File: src/rtl/fetcher_if.sv
// Bundle of signals between the instruction fetcher and the rest of the core.
//   Decoder side : stall (in), DecEn/inst/instPC (out)
//   Redirects    : jumpEn/jumpAddr, misTaken/misAddr (in)
//   Memory side  : memReq/memAddr (out), memGrant/memData (in)
// The master modport is the fetcher's view; slave is the environment's view.
interface fetcher_if;
    logic        stall;
    logic        jumpEn;
    logic [31:0] jumpAddr;
    logic        misTaken;
    logic [31:0] misAddr;
    logic        memGrant;
    logic [7:0]  memData;
    logic        memReq;
    logic [31:0] memAddr;
    logic        DecEn;
    logic [31:0] inst;
    logic [31:0] instPC;

    modport master (
        input  stall, jumpEn, jumpAddr, misTaken, misAddr, memGrant, memData,
        output memReq, memAddr, DecEn, inst, instPC
    );

    modport slave (
        output stall, jumpEn, jumpAddr, misTaken, misAddr, memGrant, memData,
        input  memReq, memAddr, DecEn, inst, instPC
    );
endinterface

File: src/rtl/fetcher.sv
// Byte-serial instruction fetcher. Reads a 32-bit instruction as four byte
// requests (little-endian), pipelining requests while memGrant is high, and
// hands the assembled word to the decoder with a one-cycle DecEn pulse.
// Jumps and mispredicts redirect the PC from any state and drop any partial
// or held instruction.
//   clk      : single clock, rising edge
//   rst      : asynchronous, active-low reset
//   bus      : fetcher_if.master (memory, decoder and redirect signals)
//   RESET_PC : PC loaded on reset
module fetcher #(
    parameter logic [31:0] RESET_PC = 32'h0
) (
    input  logic      clk,
    input  logic      rst,
    fetcher_if.master bus
);

    typedef enum logic {
        FETCH = 1'b0,
        HOLD  = 1'b1
    } state_e;

    state_e      state_q, state_d;
    logic [31:0] pc_q, pc_d;
    logic [2:0]  req_cnt_q, req_cnt_d;
    logic [2:0]  rcv_cnt_q, rcv_cnt_d;
    logic [31:0] asm_q, asm_d;
    logic [31:0] inst_q, inst_d;
    logic [31:0] inst_pc_q, inst_pc_d;
    logic        dec_en_q, dec_en_d;

    logic        redirect;
    logic [31:0] redirect_pc;
    logic        mem_req;
    logic        byte_valid;
    logic [31:0] word_w;

    assign redirect    = bus.misTaken | bus.jumpEn;
    assign redirect_pc = bus.misTaken ? bus.misAddr : bus.jumpAddr;

    // Gating with rst keeps memReq low while reset is held, even though the
    // reset state itself (FETCH, reqCnt=0) would otherwise request.
    assign mem_req = rst & (state_q == FETCH) & (req_cnt_q < 3'd4) & ~redirect;

    // Data returns exactly one cycle after grant and at most one request is
    // issued per cycle, so a byte is on memData whenever rcvCnt lags reqCnt.
    assign byte_valid = (state_q == FETCH) & (rcv_cnt_q != req_cnt_q);

    // Assembly buffer with the incoming byte merged into lane rcvCnt.
    always_comb begin
        word_w = asm_q;
        case (rcv_cnt_q[1:0])
            2'd0:    word_w[7:0]   = bus.memData;
            2'd1:    word_w[15:8]  = bus.memData;
            2'd2:    word_w[23:16] = bus.memData;
            default: word_w[31:24] = bus.memData;
        endcase
    end

    always_comb begin
        // NOTE: every _d gets a hold/default value first so no path through
        // the branches below leaves a signal unassigned (no latches).
        state_d   = state_q;
        pc_d      = pc_q;
        req_cnt_d = req_cnt_q;
        rcv_cnt_d = rcv_cnt_q;
        asm_d     = asm_q;
        inst_d    = inst_q;
        inst_pc_d = inst_pc_q;
        dec_en_d  = 1'b0;

        if (redirect) begin
            // Nothing is outstanding afterwards: memReq was gated this cycle,
            // and a byte arriving now belongs to the abandoned word.
            pc_d      = redirect_pc;
            req_cnt_d = 3'd0;
            rcv_cnt_d = 3'd0;
            asm_d     = 32'h0;
            state_d   = FETCH;
        end else begin
            case (state_q)
                FETCH: begin
                    if (mem_req && bus.memGrant) begin
                        req_cnt_d = req_cnt_q + 3'd1;
                    end
                    if (byte_valid) begin
                        asm_d     = word_w;
                        rcv_cnt_d = rcv_cnt_q + 3'd1;
                        if (rcv_cnt_q == 3'd3) begin
                            if (bus.stall) begin
                                // Word is complete but the decoder is busy;
                                // park it in the buffer until stall drops.
                                state_d = HOLD;
                            end else begin
                                inst_d    = word_w;
                                inst_pc_d = pc_q;
                                dec_en_d  = 1'b1;
                                pc_d      = pc_q + 32'd4;
                                req_cnt_d = 3'd0;
                                rcv_cnt_d = 3'd0;
                                asm_d     = 32'h0;
                            end
                        end
                    end
                end
                HOLD: begin
                    if (!bus.stall) begin
                        inst_d    = asm_q;
                        inst_pc_d = pc_q;
                        dec_en_d  = 1'b1;
                        pc_d      = pc_q + 32'd4;
                        req_cnt_d = 3'd0;
                        rcv_cnt_d = 3'd0;
                        asm_d     = 32'h0;
                        state_d   = FETCH;
                    end
                end
                default: state_d = FETCH;
            endcase
        end
    end

    always_ff @(posedge clk or negedge rst) begin
        if (!rst) begin
            state_q   <= FETCH;
            pc_q      <= RESET_PC;
            req_cnt_q <= 3'd0;
            rcv_cnt_q <= 3'd0;
            asm_q     <= 32'h0;
            inst_q    <= 32'h0;
            inst_pc_q <= 32'h0;
            dec_en_q  <= 1'b0;
        end else begin
            // NOTE: non-blocking assignments so every flop samples the
            // pre-edge values, independent of statement order.
            state_q   <= state_d;
            pc_q      <= pc_d;
            req_cnt_q <= req_cnt_d;
            rcv_cnt_q <= rcv_cnt_d;
            asm_q     <= asm_d;
            inst_q    <= inst_d;
            inst_pc_q <= inst_pc_d;
            dec_en_q  <= dec_en_d;
        end
    end

    assign bus.memReq  = mem_req;
    assign bus.memAddr = pc_q + {29'd0, req_cnt_q};
    assign bus.DecEn   = dec_en_q;
    assign bus.inst    = inst_q;
    assign bus.instPC  = inst_pc_q;

endmodule

File: src/flat_wrapper.sv
// flat-port wrapper written by rule: the top's interface ports become plain ports
module fetcher_flat 
#(
    parameter logic [31:0] RESET_PC = 32'h0
)
  (clk, rst, bus_stall, bus_jumpEn, bus_jumpAddr, bus_misTaken, bus_misAddr, bus_memGrant, bus_memData, bus_memReq, bus_memAddr, bus_DecEn, bus_inst, bus_instPC);
  fetcher_if bus_i ();
  input  logic clk;
  input  logic rst;
  input wire logic [$bits(bus_i.stall)-1:0] bus_stall;
  input wire logic [$bits(bus_i.jumpEn)-1:0] bus_jumpEn;
  input wire logic [$bits(bus_i.jumpAddr)-1:0] bus_jumpAddr;
  input wire logic [$bits(bus_i.misTaken)-1:0] bus_misTaken;
  input wire logic [$bits(bus_i.misAddr)-1:0] bus_misAddr;
  input wire logic [$bits(bus_i.memGrant)-1:0] bus_memGrant;
  input wire logic [$bits(bus_i.memData)-1:0] bus_memData;
  output wire logic [$bits(bus_i.memReq)-1:0] bus_memReq;
  output wire logic [$bits(bus_i.memAddr)-1:0] bus_memAddr;
  output wire logic [$bits(bus_i.DecEn)-1:0] bus_DecEn;
  output wire logic [$bits(bus_i.inst)-1:0] bus_inst;
  output wire logic [$bits(bus_i.instPC)-1:0] bus_instPC;
  assign bus_i.stall = bus_stall;
  assign bus_i.jumpEn = bus_jumpEn;
  assign bus_i.jumpAddr = bus_jumpAddr;
  assign bus_i.misTaken = bus_misTaken;
  assign bus_i.misAddr = bus_misAddr;
  assign bus_i.memGrant = bus_memGrant;
  assign bus_i.memData = bus_memData;
  assign bus_memReq = bus_i.memReq;
  assign bus_memAddr = bus_i.memAddr;
  assign bus_DecEn = bus_i.DecEn;
  assign bus_inst = bus_i.inst;
  assign bus_instPC = bus_i.instPC;
  fetcher #(.RESET_PC(RESET_PC)) u_core (.clk(clk), .rst(rst), .bus(bus_i));
endmodule
File: config.mk
export PLATFORM = sky130hd
export DESIGN_NAME = fetcher_flat
export DESIGN_NICKNAME = d
export VERILOG_FILES = /design/src/rtl/fetcher_if.sv /design/src/rtl/fetcher.sv /design/src/flat_wrapper.sv
export SDC_FILE = /design/constraint.sdc
export NUM_CORES = 1
export LEC_CHECK = 0
export CAP_MARGIN = 20
export CORE_UTILIZATION = 52
export CTS_BUF_LIST = sky130_fd_sc_hd__clkbuf_8
export CTS_CLUSTER_SIZE = 30
export DETAILED_ROUTE_END_ITERATION = 6
export GPL_TIMING_DRIVEN = 1
export MAX_ROUTING_LAYER = met4
export PLACE_DENSITY = 0.83
export SLEW_MARGIN = 20
export SYNTH_ARGS = -nofsm -noshare
export SYNTH_HDL_FRONTEND = slang
export SYNTH_SLANG_ARGS = --single-unit
export TNS_END_PERCENT = 50
File: constraint.sdc
create_clock -name clk -period 3 [get_ports clk]
set_input_delay 0.75 -clock clk [delete_from_list [all_inputs] [get_ports clk]]
set_output_delay 0.75 -clock clk [all_outputs]
set_load 0.005 [all_outputs]
==> impl_metrics.tcl <==
set metrics [dict create \
    postRouteWirelength_um 24070 \
    maxCapViolations 0 \
    n_fill_cell 909 \
    setup_ws_ns -0.2419 \
    root_buffer "clkbuf_8" \
    fin_cells 1155 \
    ctsHoldBuffers 0 \
    grt_pass1_wl_um 37780 \
    synth_ff_type "dfrtp_1" \
    viasPerCell 6.085 \
    drcViolationCount 0 \
    clock_sinks 136 \
    die_area_um2 14340 \
    async_reset_ff_frac 1.000 \
    num_io_pins 176 \
    cp.required_ns 2.25 \
    min_path_type "in2async" \
    power_density_nw_per_um2 431.5 \
    rows 42 \
    wl_per_cell_um 20.84 \
    setup_viol 25 \
    final_nets 1055 \
    start_kind "register" \
    die_y_um 119.8 \
    arrival_ns 2.49 \
    hold_viol_final 0 \
    netlist_area_um2 7211 \
    status "complete, but fails checks" \
    grt_overflow_total 0 \
    fmax_mhz 308.5 \
    tritoncts "yes" \
    drive_gt1_frac 0.2554 \
    syn_nets 814 \
    die_w_um 119.8 \
    critical_path_class "reg2out" \
    avgSynthCellArea_um2 9.946 \
    diodes 0 \
    max-clock-path-buffers 2 \
    min_period_ns 3.242 \
    worstPathMaxFanout 2 \
    first_pass_iters 5 \
    clock-skew-final_ns 0.01414 \
    numCtsBuffers 17 \
    synth_cell_types 60 \
    ys_warn_count 0 \
    grt_usage 0.3518 \
    timing.rr.start "u_core.pc_q[6]" \
    grt_pass1_vias 7213 \
    slew_headroom 0.3306 \
    cts_htree_levels 4 \
    drv_slew 0 \
    rsz0062_at_grt "yes" \
    area_delta_synth_final_pct 44.44 \
    vdd.ir_drop.worst_mv 0.5045 \
    worstRegToRegCells 6 \
    coreArea_um2 13400 \
    fin_util 0.7772 \
    violations "setup timing" \
    grt_max_degree 77 \
    rrSetupSlack_ns 0.33 \
    whs_ns 0.4444 \
    endpoint_kind "output port" \
    tightest_slew_ns 1.004 \
    ant_nets 0 \
    gp_congestion 0.9486 \
    synth_edf_count 0 \
    syn_inst 725 \
    ys_ff_latch 136 \
    antenna_found_initial 0 \
    num_vias 7028 \
    yosysSeqAreaShare 0.4720 \
    clkLatencyLatePin_ns 0.46 \
    detailedPlacementHpwl_um 16930 \
    dp_cells 1103 \
    port_buffers 175 \
    power_leakage_nw 4.777 \
    clkTransAtPathRegs_ns 0.08 \
    initial_utilization 0.5381 \
    reg2reg_to "u_core.pc_q[31]" \
    drtIter0Drc 638 \
    post-route-period-util 1.081 \
]
-- stage by stage --
| step | TNS [ns] | instance area [um2] | setup slack [ns] | total power [mW] |
|---|---|---|---|---|
| 2_1_floorplan | 0 | 7211 | 0.2990 | 2.289 |
| 3_3_place_gp | -3.335 | 9603 | -0.3827 | 2.744 |
| 3_5_place_dp | -4.533 | 9603 | -0.4503 | 2.763 |
| 4_1_cts | -3.282 | 10270 | -0.3025 | 4.474 |
| 5_1_grt | -5.564 | 10420 | -0.3632 | 4.634 |
| 6_report | -3.047 | 10420 | -0.2419 | 4.495 |
-- where the power goes --
part	internal, mW	switching, mW
clock network	0.950	0.802
registers	1.90	0.0514
logic	0.382	0.412
-- cell families (layout without fill, tap and decap cells) --
kind of cell	Yosys count	count (layout)	share of synthesized area
compound gates	185	185	0.1683
fa+ha+maj	11	11	0.02013
mux	72	72	0.1057
simple gates	213	213	0.1506
xor+xnor	36	36	0.04373
buf+inv	72	326	0.03956
flops	136	136	0.4720
-- synth_stat cells (3+ instances only) --
master	instances	area, um2
o21ai_0	26	130.1
a211oi_1	4	30.03
dfrtp_1	136	3403
xor2_1	13	113.9
nor2b_1	7	43.79
and4_1	5	43.79
a31oi_1	3	18.77
a22o_1	35	306.5
o22ai_1	7	43.79
o31a_1	3	26.28
nand2b_1	3	18.77
buf_1	14	52.55
nor3_1	21	105.1
nor3b_1	4	30.03
nor4_1	4	25.02
xnor2_1	23	201.4
ha_1	10	125.1
mux2_2	33	371.6
a22oi_1	17	127.6
nand2_1	38	142.6
nor2_1	67	251.5
or3_1	7	43.79
buf_2	11	55.05
o31ai_1	6	45.04
clkbuf_1	31	116.4
nand4b_1	4	35.03
nand4_1	12	75.07
a21oi_1	65	325.3
nand3_1	18	90.09
nor4b_1	3	26.28
and3_1	6	37.54
a221oi_1	3	26.28
inv_1	13	48.80
mux2i_1	39	390.4
-- worst max-delay path: stages, from the launching register on --
cell and delay, ns:
dfrtp_1 0.36, ha_2 0.19, inv_2 0.04, fa_2 0.36
nor2b_4 0.17, o2111ai_4 0.17, buf_6 0.17, buf_6 0.11
nor2_4 0.10, nand2_2 0.07, xnor2_2 0.14, buf_2 0.13
-- metal layers --
layer / GRT usage / up-vias / routed length [um]
met2: 0.5658 / 384 / 11930
met3: 0.06084 / 77 / 1845
met1: 0.4409 / 3438 / 9484
li1: - / 3129 / -
met4: 0.1461 / 0 / 818
met5: - / - / 0
-- how the worst max path moves through the flow --
stage / slack, ns / cells after the start / to / from
finish: -0.24 / 11 / bus_memAddr[28] / u_core.req_cnt_q[0]
global placement: -0.38 / 10 / bus_memAddr[28] / u_core.req_cnt_q[0]
CTS: -0.30 / 11 / bus_memAddr[28] / u_core.req_cnt_q[0]
floorplan: 0.30 / 8 / bus_memAddr[30] / u_core.req_cnt_q[0]
detailed placement: -0.45 / 10 / bus_memAddr[28] / u_core.req_cnt_q[0]
global route: -0.36 / 11 / bus_memAddr[18] / u_core.req_cnt_q[0]
-- cells in the final DEF, fill, tap and decap left out, types with 4 or more instances in the layout --
master and n:
a22oi_1 17, buf_6 16, bufinv_16 4, a21oi_1 65
or3_1 7, xor2_1 12, a22o_1 35, and4_1 5
buf_2 25, o22ai_1 7, clkdlybuf4s50_1 143, nand3_1 15
xnor2_1 13, nand2_2 6, dfrtp_1 135, nor2_1 62
inv_1 12, nand4_1 12, mux2i_1 39, o21ai_0 24
nor2b_1 6, clkbuf_8 18, nor3_1 16, nand2_1 31
nand4b_1 4, buf_4 88, mux2_2 33, and3_1 6
nor3b_1 4, ha_1 8, nor3_2 4, o31ai_1 6
a211oi_1 4, xnor2_2 10
-- what timing repair did --
| action | in CTS | in global routing |
|---|---|---|
| buffers inserted | 18 | 5 |
| pin swaps | 24 | 17 |
| setup endpoints to repair | 30 | 28 |
| endpoints found under the hold margin | 0 | 0 |
| resized for setup | 155 | 24 |
-- registers in the layout, summed over array words and instances (netlist names) --
register	count
u_core.asm_q	32
u_core.bus.DecEn	1
u_core.bus.inst	32
u_core.bus.instPC	32
u_core.pc_q	32
u_core.rcv_cnt_q	3
u_core.req_cnt_q	3
u_core.state_q	1
-- final cells by class --
| type | instances | area [um2] | share of cell area |
|---|---|---|---|
| clock buffer | 18 | 247.7 | 0.02379 |
| clock inverter | 14 | 210.2 | 0.02018 |
| inverter | 15 | 56.30 | 0.005406 |
| multi-input combinational | 517 | 3795 | 0.3644 |
| sequential | 136 | 3405 | 0.3269 |
| tap | 176 | 220.2 | 0.02114 |
| timing repair buffer | 279 | 2481 | 0.2382 |
Note: power is estimated with default switching activity, not from simulation.
